==> src/rtl/tc_div_29s_12ns_17s_seq.sv <==
// Sequential signed/unsigned divider: 29-bit two's-complement dividend by 12-bit unsigned divisor,
// restoring algorithm one bit per cycle, saturating 17-bit quotient, remainder takes the dividend sign.
module tc_div_29s_12ns_17s_seq #(
   parameter int DIVIDEND_W = 29,
   parameter int DIVISOR_W  = 12,
   parameter int QUOT_W     = 17
) (
   input  logic                           ap_clk,
   input  logic                           ap_rst_n,
   input  logic                           in_valid,
   output logic                           in_ready,
   input  logic signed [DIVIDEND_W-1:0]   dividend,
   input  logic        [DIVISOR_W-1:0]    divisor,
   output logic                           out_valid,
   input  logic                           out_ready,
   output logic signed [QUOT_W-1:0]       quotient,
   output logic signed [DIVISOR_W:0]      remainder,
   output logic                           ovf,
   output logic                           dbz
);

   localparam int CNT_W = $clog2(DIVIDEND_W);
   localparam logic [CNT_W-1:0]      CNT_LAST = CNT_W'(DIVIDEND_W - 1);
   localparam logic [QUOT_W-1:0]     QMAX     = {1'b0, {(QUOT_W-1){1'b1}}};
   localparam logic [QUOT_W-1:0]     QMIN     = {1'b1, {(QUOT_W-1){1'b0}}};
   localparam logic [DIVIDEND_W-1:0] POS_LIM  = {{(DIVIDEND_W-QUOT_W){1'b0}}, QMAX};
   localparam logic [DIVIDEND_W-1:0] NEG_LIM  = {{(DIVIDEND_W-QUOT_W){1'b0}}, QMIN};

   typedef enum logic [1:0] {IDLE, CALC, FIX, DONE} state_t;

   state_t state_q, state_d;

   // Returns {ovf, quotient}; a negative magnitude of exactly 2^(QUOT_W-1) is representable.
   function automatic logic [QUOT_W:0] sat_quot(input logic [DIVIDEND_W-1:0] mag, input logic neg);
      logic [QUOT_W-1:0] lo;
      lo = mag[QUOT_W-1:0];
      if (neg) begin
         if (mag > NEG_LIM) return {1'b1, QMIN};
         return {1'b0, QUOT_W'(~lo + 1'b1)};
      end
      if (mag > POS_LIM) return {1'b1, QMAX};
      return {1'b0, lo};
   endfunction

   function automatic logic [DIVISOR_W:0] sign_rem(input logic [DIVISOR_W-1:0] mag, input logic neg);
      logic [DIVISOR_W:0] ext;
      ext = {1'b0, mag};
      return neg ? (DIVISOR_W+1)'(~ext + 1'b1) : ext;
   endfunction

   logic [CNT_W-1:0]      cnt_q;
   logic [DIVIDEND_W-1:0] dvd_q;
   logic [DIVISOR_W-1:0]  rem_q, div_q;
   logic                  neg_q;
   logic [QUOT_W-1:0]     q_fix_q;
   logic [DIVISOR_W:0]    r_fix_q;
   logic                  ovf_fix_q, dbz_fix_q;
   logic                  out_valid_q, ovf_q, dbz_q;
   logic [QUOT_W-1:0]     quot_q;
   logic [DIVISOR_W:0]    rem_out_q;

   logic                  accept;
   logic [DIVIDEND_W-1:0] abs_in;
   logic [DIVISOR_W:0]    trial;
   logic                  qbit;
   logic [DIVISOR_W-1:0]  rem_d;
   logic [QUOT_W:0]       sat;

   assign in_ready  = (state_q == IDLE) && ap_rst_n;
   assign accept    = in_valid && in_ready;
   assign out_valid = out_valid_q;
   assign quotient  = quot_q;
   assign remainder = rem_out_q;
   assign ovf       = ovf_q;
   assign dbz       = dbz_q;

   always_comb begin
      abs_in = dividend[DIVIDEND_W-1] ? $unsigned(~dividend + 1'b1) : $unsigned(dividend);
      trial  = {rem_q, dvd_q[DIVIDEND_W-1]};
      qbit   = (trial >= {1'b0, div_q});
      rem_d  = qbit ? DIVISOR_W'(trial - {1'b0, div_q}) : trial[DIVISOR_W-1:0];
      sat    = sat_quot(dvd_q, neg_q);
   end

   always_ff @(posedge ap_clk) begin
      if (!ap_rst_n) state_q <= IDLE;
      else           state_q <= state_d;
   end

   always_comb begin
      state_d = state_q;
      case (state_q)
         IDLE:    if (accept) state_d = CALC;
         CALC:    if (cnt_q == '0) state_d = FIX;
         FIX:     state_d = DONE;
         DONE:    if (out_valid_q && out_ready) state_d = IDLE;
         default: state_d = IDLE;
      endcase
   end

   // Working registers: quotient bits shift into dvd_q as dividend bits shift out.
   always_ff @(posedge ap_clk) begin
      case (state_q)
         IDLE: if (accept) begin
            dvd_q <= abs_in;
            rem_q <= '0;
            div_q <= divisor;
            neg_q <= dividend[DIVIDEND_W-1];
         end
         CALC: begin
            dvd_q <= {dvd_q[DIVIDEND_W-2:0], qbit};
            rem_q <= rem_d;
         end
         FIX: begin
            dbz_fix_q <= (div_q == '0);
            if (div_q == '0) begin
               q_fix_q   <= neg_q ? QMIN : QMAX;
               r_fix_q   <= '0;
               ovf_fix_q <= 1'b0;
            end else begin
               q_fix_q   <= sat[QUOT_W-1:0];
               r_fix_q   <= sign_rem(rem_q, neg_q);
               ovf_fix_q <= sat[QUOT_W];
            end
         end
         default: ;
      endcase
   end

   // Result outputs and out_valid change together, on the first DONE cycle only.
   always_ff @(posedge ap_clk) begin
      if (!ap_rst_n) begin
         cnt_q       <= '0;
         out_valid_q <= 1'b0;
         quot_q      <= '0;
         rem_out_q   <= '0;
         ovf_q       <= 1'b0;
         dbz_q       <= 1'b0;
      end else begin
         case (state_q)
            IDLE: if (accept) cnt_q <= CNT_LAST;
            CALC: if (cnt_q != '0) cnt_q <= cnt_q - 1'b1;
            DONE: begin
               if (!out_valid_q) begin
                  out_valid_q <= 1'b1;
                  quot_q      <= q_fix_q;
                  rem_out_q   <= r_fix_q;
                  ovf_q       <= ovf_fix_q;
                  dbz_q       <= dbz_fix_q;
               end else if (out_ready) begin
                  out_valid_q <= 1'b0;
               end
            end
            default: ;
         endcase
      end
   end

endmodule

==> config.mk <==
export PLATFORM = sky130hd
export DESIGN_NAME = tc_div_29s_12ns_17s_seq
export DESIGN_NICKNAME = d
export VERILOG_FILES = /design/src/rtl/tc_div_29s_12ns_17s_seq.sv
export SDC_FILE = /design/constraint.sdc
export NUM_CORES = 1
export LEC_CHECK = 0
export BUFFER_PORTS_ARGS = -buffer_cell sky130_fd_sc_hd__buf_4
export CAP_MARGIN = 40
export CORE_AREA = 2 2 117 119
export DETAILED_ROUTE_END_ITERATION = 12
export DIE_AREA = 0 0 119 121
export PLACE_DENSITY = 0.82
export SKIP_LAST_GASP = 1
export SLEW_MARGIN = 20
export SYNTH_ARGS = -nofsm -noshare
export SYNTH_HDL_FRONTEND = slang
export SYNTH_SLANG_ARGS = --single-unit
==> constraint.sdc <==
create_clock -name ap_clk -period 5.1 [get_ports ap_clk]
set_input_delay 0.51 -clock ap_clk [delete_from_list [all_inputs] [get_ports ap_clk]]
set_output_delay 0.51 -clock ap_clk [all_outputs]
set_load 0.005 [all_outputs]
# == After elaboration in Yosys (flattened, before gate mapping) ==
# Index checks and enable logic that the tools add are counted.
# op_classes
add_sub_neg,5
order_cmp,3
n_eq_ne,7
muxes,29
n_bitwise,5
reduce_logical,14
# ops
operator,n
$mux 18,6
$mux 29,2
$pmux 29 s2,1
$mux 12,3
$mux 17,2
$add 29x1->29 const B,1
$gt 29x16->1 const B,1
$gt 29x17->1 const B,1
$not 29->29,1
$pmux 12 s2,1
$add 17x1->17 const B,1
$not 17->17,1
$add 13x1->13 const B,1
$ge 13x12->1,1
$not 12->13,1
$logic_not 12->1,1
$sub 12x12->12,1
$mux 5,2
$pmux 5 s2,1
$ne 2x2->1 const B,4
$pmux 2 s4,1
$mux 1,7
$mux 2,3
$reduce_and 2->1,3
other kinds (11),16
# totals
ff_bits,126
input_bits,45
wordCells,79

# == Longest topological paths before layout ==
# logic_depth
ltp_word,9
depth_mapped,9
depth_no_buf,9

# == Worst setup path before layout ==
# No wires, ideal clock.
# synth_timing
kind,register to register
from,register state_q[1]
to,register cnt_q[4]
setup_ns,0.076
arrival_time_ns,4.792
required_time_ns,5.024
path_slack_ns,0.232
stages_incl_launch_ff,10
period_less_slack_ns,4.868
cell_sequence,dfxtp_1 inv_1 ha_1 clkbuf_1 inv_1 o21ai_0 a21boi_1 nand3_1 xor2_1 a21boi_0
# synth_between
elab_chain_len,5
elab_cells_between_ends,9
classes_between,eq/ne (3); mux (1); reduce/logical (5)
# synth_lines
item,line,source
start: declaration,31,"state_t state_q, state_d;"
start signal: assignment,87,else state_q <= state_d;
$logic_not 2->1,"69, 140",
$logic_and 1x1->1,69,assign in_ready = (state_q == IDLE) && ap_rst_n;
$logic_and 1x1->1,70,assign accept = in_valid && in_ready;
$ne 2x2->1 (no source line),n/a,
$reduce_and 3->1 (no source line),n/a,
end signal: assignment,142,CALC: if (cnt_q != '0) cnt_q <= cnt_q - 1'b1;
end: declaration,51,logic [CNT_W-1:0] cnt_q;
# Several ways; a longest one is shown, not always the timed one.
# A chain may end at the register's enable or synchronous reset.

# == Worst setup path after layout ==
# layout_timing
from,register rem_q[9]
to,register rem_q[2] (data pin)
# layout_between
elab_chain_len,3
# layout_lines
item,line,source
start: declaration,53,"logic [DIVISOR_W-1:0] rem_q, div_q;"
start signal: assignment,112,rem_q <= rem_d;
$ge 13x12->1,80,"qbit = (trial >= {1'b0, div_q});"
$mux 12,81,"rem_d = qbit ? DIVISOR_W'(trial - {1'b0, div_q}) : trial[DIVISOR_W-1:0];"
$pmux 12 s2,103,case (state_q)
# Every way passes these cells.

==> flow_metrics.env <==
export IMPL_grt_max_degree=43
export IMPL_switching_power_uw=1350
export IMPL_fin_crit_sh_pct=56.9
export IMPL_preCtsSetupSlack_ns=2.19
export IMPL_grt_usage_pct=21.9
export IMPL_leakage_uw=0.00306
export IMPL_pwr_share_clk_pct=32.2
export IMPL_h_tree_depth=4
export IMPL_fin_cells=951
export IMPL_crit_slowest_cell="nand4b_1"
export IMPL_tightest_slew_ns=0.783
export IMPL_cts_resized=0
export IMPL_outcome="finished clean"
export IMPL_fmax_ghz=0.345
export IMPL_syn_inst=696
export IMPL_yosys_register_bits=126
export IMPL_synthesis_nets=765
export IMPL_fin_hold_ws_ns=0.266
export IMPL_ir_worst_vdd_mv=0.251
export IMPL_cts_hold_buf=0
export IMPL_detail_route_antenna_nets=0
export IMPL_clock_sinks=126
export IMPL_drtPass1Iterations=5
export IMPL_power_density_mw_per_mm2=494
export IMPL_post_drt_wl_per_cell_um=15.9
export IMPL_drive_gt1_share_pct=16.9
export IMPL_path_clk_slew_ns=0.06
export IMPL_cts_tree="yes"
export IMPL_fin_setup_tns_ns=0
export IMPL_ys_seq_area_share_pct=49.1
export IMPL_dp_hpwl_um=10600
export IMPL_fp_row_count=42
export IMPL_rsz0062_at_grt="no"
export IMPL_vias=5522
export IMPL_p_int_uw=2740
export IMPL_cp_buffers_inverters=1
export IMPL_gp_congestion=0.912
export IMPL_synth_edff_count=86
export IMPL_timing_hold_violations_final=0
export IMPL_grt_pass1_vias=5200
export IMPL_clock_latency_ns=0.42
export IMPL_start_util_pct=52.6
export IMPL_hold_class="in -> reg"
export IMPL_die_y_um=121
export IMPL_drc_errors=0
export IMPL_stdcell_area_sq_mm=0.00829
export IMPL_antenna_found_initial=0
export IMPL_slew_violations=0
export IMPL_path_delay_family="simple AND/OR/NAND/NOR gates"
export IMPL_clockBufferDepth=2
export IMPL_endpoint_kind="register"
export IMPL_cts_root_buffer="clkbuf_16"
export IMPL_max_slew_margin_rel_pct=47.7
export IMPL_critPathMaxStageDelay_ns=0.50
export IMPL_placedInstanceArea_sq_mm=0.00763
export IMPL_overflow=0
export IMPL_synthFlopType="edfxtp_1"
export IMPL_crit_arrival_ns=3.12
export IMPL_drt_total_wl_um=15200
export IMPL_ios=79
export IMPL_mappedNetlistArea_sq_mm=0.00689
export IMPL_antenna_cells=0
export IMPL_ys_types=58
export IMPL_start_kind="register"
export IMPL_swShare_pct=33.0
export IMPL_avgSynthCellArea_sq_um=9.89
export IMPL_combPwrFrac_pct=28.0
export IMPL_setup_viol=0
export IMPL_yosysWarnings=0
export IMPL_die_w_um=119
export IMPL_timing_final_ws_setup_ns=2.20
export IMPL_skew_ns=0.00538
export IMPL_drt_iter0_markers=511
export IMPL_core_sq_mm=0.0131
export IMPL_synth_async_sr_flop_share_pct=0
export IMPL_critPathKind="reg -> reg"
export IMPL_crit_chain="ha_1 > nand4b_1 > nor3_1 > a21oi_1 > buf_4 > o21a_1 > o41ai_1"
export IMPL_placed_cells=920
export IMPL_grt_pass1_wl_um=25200
export IMPL_crit_fanout=15
export IMPL_worstPathRequired_ns=5.32
export IMPL_synthToLayoutAreaGrowth_pct=20.4
export IMPL_maxCapViolCount=0
export IMPL_port_buffers=78
export IMPL_avgViaCountPerCell=5.81
export IMPL_post_route_min_period_ns=2.90
export IMPL_cts_setup_buffers=0
export IMPL_seqPwrFrac_pct=39.8
export IMPL_cts_buffers=17
export IMPL_die_area_sq_mm=0.0144
export IMPL_fin_nets=832
-- metal layers --
metal | share of wire, % | wire length (um) | vias up | track usage, %
met1 | 45 | 6770 | 2562 | 28.7
met4 | 2.2 | 330 | 0 | 9.30
met3 | 6.4 | 966 | 31 | 4.51
met5 | 0 | 0 | - | 0
li1 | - | - | 2702 | -
met2 | 47 | 7090 | 227 | 35.5
-- through the flow --
step / total power, uW / util [%]
finish: 4100 / 63.3
global route: 4320 / 63.3
CTS: 4090 / 63.3
detailed placement: 2760 / 58.3
global placement: 2670 / 57.8
floorplan: 2390 / -
-- path summary, 6_finish.rpt --
path	start	to	slack, ns	cells after the start
max	rem_q[9]	rem_q[2]	2.20	7
min	divisor[2]	div_q[2]	0.27	1
max reg2reg	rem_q[9]	rem_q[2]	2.20	7
min reg2reg	remainder[9]	remainder[9]	0.46	2
-- power by group through the flow --
stage	clock [uW]	sequential, uW	combinational (uW)
global placement	0	1630	1040
global route	1380	1660	1280
finish	1320	1630	1150
CTS	1330	1620	1140
floorplan	0	1570	821
detailed placement	0	1640	1120
-- cells in the mapped netlist (11+ instances only) --
| library cell | instances | area share [%] |
|---|---|---|
| nand2_1 | 114 | 6.2 |
| edfxtp_1 | 86 | 38 |
| o21ai_0 | 53 | 3.9 |
| dfxtp_1 | 40 | 12 |
| a21boi_0 | 38 | 4.1 |
| xor2_1 | 37 | 4.7 |
| clkbuf_1 | 33 | 1.8 |
| nor2_1 | 29 | 1.6 |
| inv_1 | 28 | 1.5 |
| o31ai_1 | 24 | 2.6 |
| ha_1 | 23 | 4.2 |
| a21oi_1 | 21 | 1.5 |
| or3_1 | 14 | 1.3 |
| nor4_1 | 12 | 1.1 |
| o41ai_1 | 12 | 1.5 |
| o2111ai_1 | 11 | 1.4 |
-- cell usage in the layout, fill, tap and decap left out, types with 9 or more instances in the layout --
cell and count:
nand2_1 114, edfxtp_1 86, buf_4 82, o21ai_0 52, dfxtp_1 40, a21boi_0 38, xor2_1 37, nor2_1 29
inv_1 28, o31ai_1 24, ha_1 22, a21oi_1 21, clkbuf_16 17, or3_1 14, nor4_1 12, o41ai_1 12
o2111ai_1 11, nor3_1 10, nand3_1 9
-- area by class of cell --
cell class / instances / area (sq um)
Clock buffer: 18 / 439
Clock inverter: 13 / 215
Fill cell: 1029 / 4800
Inverter: 28 / 105
Multi-Input combinational cell: 504 / 3250
Sequential cell: 126 / 3380
Tap cell: 176 / 220
Timing Repair Buffer: 86 / 677
-- flip-flops by register name, summed over array words and instances (netlist names) --
register	flops
state_q	2
quotient	17
out_valid	1
dvd_q	29
dbz_fix_q	1
dbz	1
cnt_q	5
rem_q	12
ovf_fix_q	1
remainder	13
div_q	12
neg_q	1
r_fix_q	13
ovf	1
q_fix_q	17
-- kinds of logic after synthesis --
logic type / after synthesis / share of synthesized area [%]
XOR/XNOR: 44 / 5.60
flip-flops: 126 / 49.1
buffers and inverters: 66 / 3.94
multiplexers: 7 / 1.05
adder cells (fa/ha/maj): 24 / 4.47
AO/OA/AOI/OAI: 194 / 19.4
AND/OR/NAND/NOR: 235 / 16.4
(Power assumes the default switching activity.)
